`src/rtl/pwm_pkg.sv`:
```
// ============================================================================
// Module  : pwm_pkg
// Brief   : Shared types and reset constants for the pwm_timer_mc timer.
// Revision: 1.0 - initial release
// ============================================================================
`default_nettype none

package pwm_pkg;

  typedef enum logic [1:0] {
    EDGE_UP  = 2'd0,
    EDGE_DN  = 2'd1,
    CENTER   = 2'd2,
    MODE_RSV = 2'd3
  } mode_t;

  localparam mode_t      MODE_RST   = EDGE_UP;
  localparam logic [7:0] DT_CNT_RST = 8'hFF;

  // The reserved encoding behaves as up-counting.
  function automatic mode_t eff_mode(input mode_t m);
    return (m == MODE_RSV) ? EDGE_UP : m;
  endfunction

endpackage

`default_nettype wire

```
`src/rtl/pwm_cmp_ch.sv`:
```
// ============================================================================
// Module  : pwm_cmp_ch
// Brief   : One compare channel: shadow/active CCR, compare, polarity and the
//           optional dead-time generator (enabled by PWM_DEADTIME_EN).
// Revision: 1.0 - initial release
// ============================================================================
`default_nettype none

module pwm_cmp_ch
  import pwm_pkg::*;
#(
  parameter int W = 16
) (
  input  logic         clk,
  input  logic         rst,
  input  logic         i_load,
  input  logic         i_upd,
  input  logic [W-1:0] i_ccr,
  input  logic [W-1:0] i_cnt_nxt,
  input  logic         i_pol,
`ifdef PWM_DEADTIME_EN
  input  logic [7:0]   i_dt,
  output logic         o_wave_n,
`endif
  output logic         o_wave
);

  logic [W-1:0] r_ccr_sh;
  logic [W-1:0] r_ccr_act;
  logic         r_act;
  logic [W-1:0] w_ccr_nxt;
  logic         w_act_nxt;

  // Compare against the counter and CCR the next cycle will show.
  assign w_ccr_nxt = i_upd ? r_ccr_sh : r_ccr_act;
  assign w_act_nxt = (i_cnt_nxt < w_ccr_nxt);

  always_ff @(posedge clk or posedge rst) begin
    if (rst) begin
      r_ccr_sh  <= '0;
      r_ccr_act <= '0;
      r_act     <= 1'b0;
    end else begin
      if (i_load) r_ccr_sh <= i_ccr;
      if (i_upd)  r_ccr_act <= r_ccr_sh;
      r_act <= w_act_nxt;
    end
  end

`ifdef PWM_DEADTIME_EN
  logic [7:0] r_dtc;
  logic       w_dt_ok;

  // Clocks since the last compare transition, saturating.
  always_ff @(posedge clk or posedge rst) begin
    if (rst) begin
      r_dtc <= DT_CNT_RST;
    end else if (w_act_nxt != r_act) begin
      r_dtc <= 8'd0;
    end else if (r_dtc != 8'hFF) begin
      r_dtc <= r_dtc + 8'd1;
    end
  end

  assign w_dt_ok  = (r_dtc >= i_dt);
  assign o_wave   = (r_act & w_dt_ok) ^ i_pol;
  assign o_wave_n = (~r_act & w_dt_ok) ^ i_pol;
`else
  assign o_wave = r_act ^ i_pol;
`endif

endmodule

`default_nettype wire

```
`src/rtl/pwm_timer_mc.sv`:
```
// ============================================================================
// Module  : pwm_timer_mc
// Brief   : Multi-channel PWM timer with prescaler, three counting modes and
//           shadowed configuration. Optional dead-time via PWM_DEADTIME_EN.
// Revision: 1.0 - initial release
// ============================================================================
`default_nettype none

module pwm_timer_mc
  import pwm_pkg::*;
#(
  parameter int W   = 16,
  parameter int NCH = 4,
  parameter int PW  = 8
) (
  input  logic             clk,
  input  logic             rst,
  input  logic             en,
  input  logic [1:0]       mode_i,
  input  logic [W-1:0]     arr_i,
  input  logic [PW-1:0]    psc_i,
  input  logic [NCH*W-1:0] ccr_i,
  input  logic [NCH-1:0]   pol_i,
  input  logic             load,
  input  logic             ug,
`ifdef PWM_DEADTIME_EN
  input  logic [7:0]       dt_i,
  output logic [NCH-1:0]   wave_n,
`endif
  output logic [NCH-1:0]   wave,
  output logic [W-1:0]     cnt,
  output logic             dir,
  output logic             upd_evt
);

  localparam logic [W-1:0] c_one = W'(1);

  mode_t         r_mode_sh, r_mode_act;
  logic [W-1:0]  r_arr_sh, r_arr_act, r_cnt;
  logic [PW-1:0] r_psc_sh, r_psc_act, r_psc_cnt;
  logic          r_dir, r_upd;

  mode_t         w_mode, w_mode_new;
  logic          w_tick, w_wrap, w_upd;
  logic [W-1:0]  w_cnt_step, w_cnt_nxt;
  logic          w_dir_step, w_dir_nxt;

  assign w_mode     = eff_mode(r_mode_act);
  assign w_mode_new = eff_mode(r_mode_sh);
  assign w_tick     = en && (r_psc_cnt == r_psc_act);
  assign w_upd      = ug || (w_tick && w_wrap);

  always_comb begin
    w_cnt_step = r_cnt;
    w_dir_step = r_dir;
    w_wrap     = 1'b0;
    case (w_mode)
      EDGE_DN: begin
        w_dir_step = 1'b0;
        if (r_cnt == '0) begin
          w_cnt_step = r_arr_act;
          w_wrap     = 1'b1;
        end else begin
          w_cnt_step = r_cnt - c_one;
        end
      end
      CENTER: begin
        // Update leaves the bottom; with ARR=0 every tick is an update.
        w_wrap = (r_cnt == '0) && (r_dir || (r_arr_act == '0));
        if (r_dir) begin
          if (r_cnt >= r_arr_act) w_dir_step = 1'b0;
          else                    w_cnt_step = r_cnt + c_one;
        end else begin
          if (r_cnt == '0) w_dir_step = 1'b1;
          else             w_cnt_step = r_cnt - c_one;
        end
      end
      default: begin
        w_dir_step = 1'b1;
        if (r_cnt >= r_arr_act) begin
          w_cnt_step = '0;
          w_wrap     = 1'b1;
        end else begin
          w_cnt_step = r_cnt + c_one;
        end
      end
    endcase
  end

  always_comb begin
    w_cnt_nxt = r_cnt;
    w_dir_nxt = r_dir;
    if (ug) begin
      w_cnt_nxt = (w_mode_new == EDGE_DN) ? r_arr_sh : '0;
      w_dir_nxt = 1'b1;
    end else if (w_tick) begin
      w_cnt_nxt = w_cnt_step;
      w_dir_nxt = w_dir_step;
      if (w_wrap && (w_mode_new != w_mode)) w_dir_nxt = (w_mode_new != EDGE_DN);
    end
  end

  always_ff @(posedge clk or posedge rst) begin
    if (rst) begin
      r_psc_cnt <= '0;
    end else if (ug || w_tick) begin
      r_psc_cnt <= '0;
    end else if (en) begin
      r_psc_cnt <= r_psc_cnt + PW'(1);
    end
  end

  always_ff @(posedge clk or posedge rst) begin
    if (rst) begin
      r_cnt      <= '0;
      r_dir      <= 1'b1;
      r_upd      <= 1'b0;
      r_mode_sh  <= MODE_RST;
      r_mode_act <= MODE_RST;
      r_arr_sh   <= '1;
      r_arr_act  <= '1;
      r_psc_sh   <= '0;
      r_psc_act  <= '0;
    end else begin
      r_cnt <= w_cnt_nxt;
      r_dir <= w_dir_nxt;
      r_upd <= w_upd;
      if (load) begin
        r_mode_sh <= mode_t'(mode_i);
        r_arr_sh  <= arr_i;
        r_psc_sh  <= psc_i;
      end
      // Old shadow contents win when load coincides with the transfer.
      if (w_upd) begin
        r_mode_act <= r_mode_sh;
        r_arr_act  <= r_arr_sh;
        r_psc_act  <= r_psc_sh;
      end
    end
  end

  assign cnt     = r_cnt;
  assign dir     = r_dir;
  assign upd_evt = r_upd;

  for (genvar i = 0; i < NCH; i++) begin : g_ch
    pwm_cmp_ch #(
      .W(W)
    ) u_ch (
      .clk      (clk),
      .rst      (rst),
      .i_load   (load),
      .i_upd    (w_upd),
      .i_ccr    (ccr_i[i*W +: W]),
      .i_cnt_nxt(w_cnt_nxt),
      .i_pol    (pol_i[i]),
`ifdef PWM_DEADTIME_EN
      .i_dt     (dt_i),
      .o_wave_n (wave_n[i]),
`endif
      .o_wave   (wave[i])
    );
  end

endmodule

`default_nettype wire

```
`config.mk`:
```
export PLATFORM = sky130hd
export DESIGN_NAME = pwm_timer_mc
export DESIGN_NICKNAME = d
export VERILOG_FILES = /design/src/rtl/pwm_pkg.sv /design/src/rtl/pwm_cmp_ch.sv /design/src/rtl/pwm_timer_mc.sv
export SDC_FILE = /design/constraint.sdc
export NUM_CORES = 1
export LEC_CHECK = 0
export CORE_ASPECT_RATIO = 1.25
export CORE_MARGIN = 2
export CORE_UTILIZATION = 45
export CTS_CLUSTER_DIAMETER = 100
export DETAILED_ROUTE_END_ITERATION = 7
export GPL_TIMING_DRIVEN = 1
export PLACE_DENSITY = 0.67
export SYNTH_ARGS = -nofsm -noshare
export SYNTH_HDL_FRONTEND = slang
export SYNTH_HIERARCHICAL = 1
export SYNTH_SLANG_ARGS = --single-unit
```
`constraint.sdc`:
```
create_clock -name clk -period 10.5 [get_ports clk]
set_input_delay 2.1 -clock clk [delete_from_list [all_inputs] [get_ports clk]]
set_output_delay 2.1 -clock clk [all_outputs]
set_load 0.02 [all_outputs]
```
==> impl_metrics.tcl <==
set metrics [dict create \
    outcome "finished clean" \
    p_seq_frac 0.412 \
    start_kind "primary input" \
    netlist_instances 1055 \
    wl_mm 30.0 \
    drv_slew 0 \
    worstMarginPinSlew_ns 1.19 \
    ys_warn_count 6 \
    setup_violations 0 \
    hpwl_mm 21.2 \
    io_pins 121 \
    timing.rr.end "g_ch[3].u_ch/r_act$_DFF_PP0_" \
    clkTransAtPathRegs_ns 0.06 \
    power_density_nw_per_um2 172 \
    post_dp_cell_area_um2 13300 \
    grt_max_degree 79 \
    p_leak_nw 6.38 \
    area_delta_synth_final_pct 19.4 \
    rows 66 \
    grt-ovfl-total 0 \
    crit_path_max_incr_delay_ns 0.69 \
    pwr-share-comb 0.240 \
    place.port_buffers 120 \
    clock_skew_ns 0.0206 \
    clock_sinks 210 \
    initial_core_util 0.456 \
    crit_top_cell "a211oi_1" \
    ys_types 80 \
    synth.avg_cell_area_um2 11.2 \
    cts_max_path_buffers 3 \
    grtUsageTotal 0.222 \
    ys_async_sr_fraction 1.00 \
    cts_root_buf "clkbuf_16" \
    hold_path.class "reg -> reg" \
    most-common-layout-cells "177 x dfrtp_1, 119 x clkdlybuf4s50_1, 100 x mux2_2" \
    antenna_found_initial 0 \
    post-route-min-period_ns 6.04 \
    ctsHtreeMaxLevel 1 \
    critPathRequiredTime_ns 10.91 \
    dieArea_um2 27600 \
    sw_frac_of_total 0.299 \
    seq_area_frac_synth 0.448 \
    ys_ff_latch 210 \
    final_cells 1522 \
    via_per_inst 5.63 \
    endpoint_kind "register" \
    clockPowerShare 0.348 \
    final_nets 1349 \
    ff2ff_path_depth 16 \
    fin_tns_setup_ns 0 \
    endpoint "g_ch[3].u_ch/r_act$_DFF_PP0_" \
    post_drt_wl_per_cell_um 19.7 \
    final_area_um2 14100 \
    cap_violations 0 \
    fin_total_pwr_mw 2.42 \
    die_w_um 149 \
    syn_area_um2 11800 \
    synthFlopType "dfrtp_1" \
    grt_pass1_vias 8762 \
    firstDrtPassIters 5 \
    hold_violations 0 \
    grt_pass1_wl_mm 48.1 \
    cts_tree "built" \
    ant_nets 0 \
    mostFrequentLayoutCell "dfrtp_1" \
    cts.repair.resized 0 \
    ff2ff_setup_slack_ns 4.53 \
    internal_power_mw 1.70 \
    drc 0 \
    critPathMaxFanout 48 \
    arrival_ns 6.45 \
    cts_buffers 23 \
    clk-insertion-delay-late_ns 0.52 \
    drt_iter0_drc 515 \
    gp_congestion 0.922 \
    vias 8573 \
    cp-startpoint "en" \
    antenna_cells 0 \
    cp_cell_sequence "clkdlybuf4s50_1, nand2_1, or3_1, nor3_4, a311oi_4, clkinv_2, buf_4, mux2i_1, ha_1, a211oi_2, o21bai_1, a2111oi_2, a211oi_1, a211oi_1" \
    slowest_stage "buf_4" \
    synth_nets 1238 \
    coreArea_um2 25900 \
    drive_above_1_share 0.202 \
    post-cts-setup-buffer-count 0 \
    fin_util 0.545 \
    ir_drop_v 0.000123 \
    r2r_start "cnt[14]$_DFF_PP0_" \
    die_h_um 185 \
    place_inst 1481 \
    synth_edf_count 0 \
    critical_path_class "in -> reg" \
    p_sw_uw 725 \
    rsz0062_at_grt "false" \
    fin_crit_sh 0.575 \
    slew_headroom 0.201 \
    holdBufCountCts 0 \
    fmaxAchievable_mhz 166 \
]
worst max-delay path: cells and delay by family:
family / cells / cell delay, ns
buf+inv: 3 / 1.65
compound gates: 6 / 1.10
simple gates: 3 / 0.86
fa+ha+maj: 1 / 0.30
mux: 1 / 0.33
state kept, by name, indices dropped and copies added, names as in the netlist, 8 cells and up:
signal	count
r_arr_sh	16
r_psc_cnt	8
r_psc_sh	8
g_ch.u_ch/r_ccr_sh	64
r_arr_act	16
r_psc_act	8
cnt	16
g_ch.u_ch/r_ccr_act	64
through the flow:
step	setup WS (ns)	hold slack (ns)
finish	4.46	0.484
CTS	4.47	0.488
detailed placement	3.94	0.474
floorplan	4.84	0.452
global route	4.17	0.509
global placement	4.09	0.467
synthesized netlist by cell type (18+ instances only):
library cell,count,area share
xnor2_1,23,0.017
a21oi_1,31,0.013
nand3_1,20,0.0085
mux2_2,100,0.095
o21ai_0,43,0.018
mux2i_1,62,0.052
mux2_4,22,0.028
nor2_1,49,0.016
clkbuf_1,27,0.0086
buf_2,18,0.0076
nand2_1,40,0.013
inv_1,98,0.031
dfstp_2,33,0.073
dfrtp_1,177,0.37
ha_1,84,0.089
nand4_1,19,0.010
power by group through the flow:
stage / logic [mW] / clock network (mW) / registers (mW)
global route: 0.649 / 0.898 / 1.01
CTS: 0.582 / 0.864 / 0.999
floorplan: 0.415 / 0 / 0.977
detailed placement: 0.579 / 0 / 1.01
global placement: 0.563 / 0 / 1.01
finish: 0.583 / 0.842 / 0.999
kinds of logic (layout without fill, tap and decap cells):
family,count (synthesis),count (layout),synth area share
xor+xnor,40,40,0.0296
mux,184,184,0.176
buf+inv,150,277,0.0533
flops,210,210,0.448
simple gates,196,196,0.0893
compound gates,191,191,0.115
fa+ha+maj,84,84,0.0889
final cells by class:
cell class              count  area (um^2)
fillers                  2300        11800
multi-input cells         695         5900
flip-flops and latches    210         5300
repair buffers            138         1330
clock buffers              28          614
well taps                 340          425
inverters                  98          370
clock inverters            13          178
per-layer routing:
layer	vias to the layer above	part of all wire	global-route usage
li1	4026	-	-
met3	67	0.053	0.0303
met4	0	0.039	0.0899
met1	4208	0.42	0.285
met2	272	0.49	0.377
met5	-	0	0
how the worst min path moves through the flow:
stage	from	endpoint	slack [ns]	depth (start not counted)
finish	g_ch[3].u_ch/r_ccr_act[6]$_DFF_PP0_	g_ch[3].u_ch/r_ccr_act[6]$_DFF_PP0_	0.48	2
global placement	g_ch[2].u_ch/r_ccr_act[7]$_DFF_PP0_	g_ch[2].u_ch/r_ccr_act[7]$_DFF_PP0_	0.47	2
detailed placement	g_ch[3].u_ch/r_ccr_act[5]$_DFF_PP0_	g_ch[3].u_ch/r_ccr_act[5]$_DFF_PP0_	0.47	2
CTS	g_ch[3].u_ch/r_ccr_act[5]$_DFF_PP0_	g_ch[3].u_ch/r_ccr_act[5]$_DFF_PP0_	0.49	2
floorplan	g_ch[0].u_ch/r_ccr_act[10]$_DFF_PP0_	g_ch[0].u_ch/r_ccr_act[10]$_DFF_PP0_	0.45	2
global route	g_ch[3].u_ch/r_ccr_act[5]$_DFF_PP0_	g_ch[3].u_ch/r_ccr_act[5]$_DFF_PP0_	0.51	2
(Power assumes the default switching activity.)
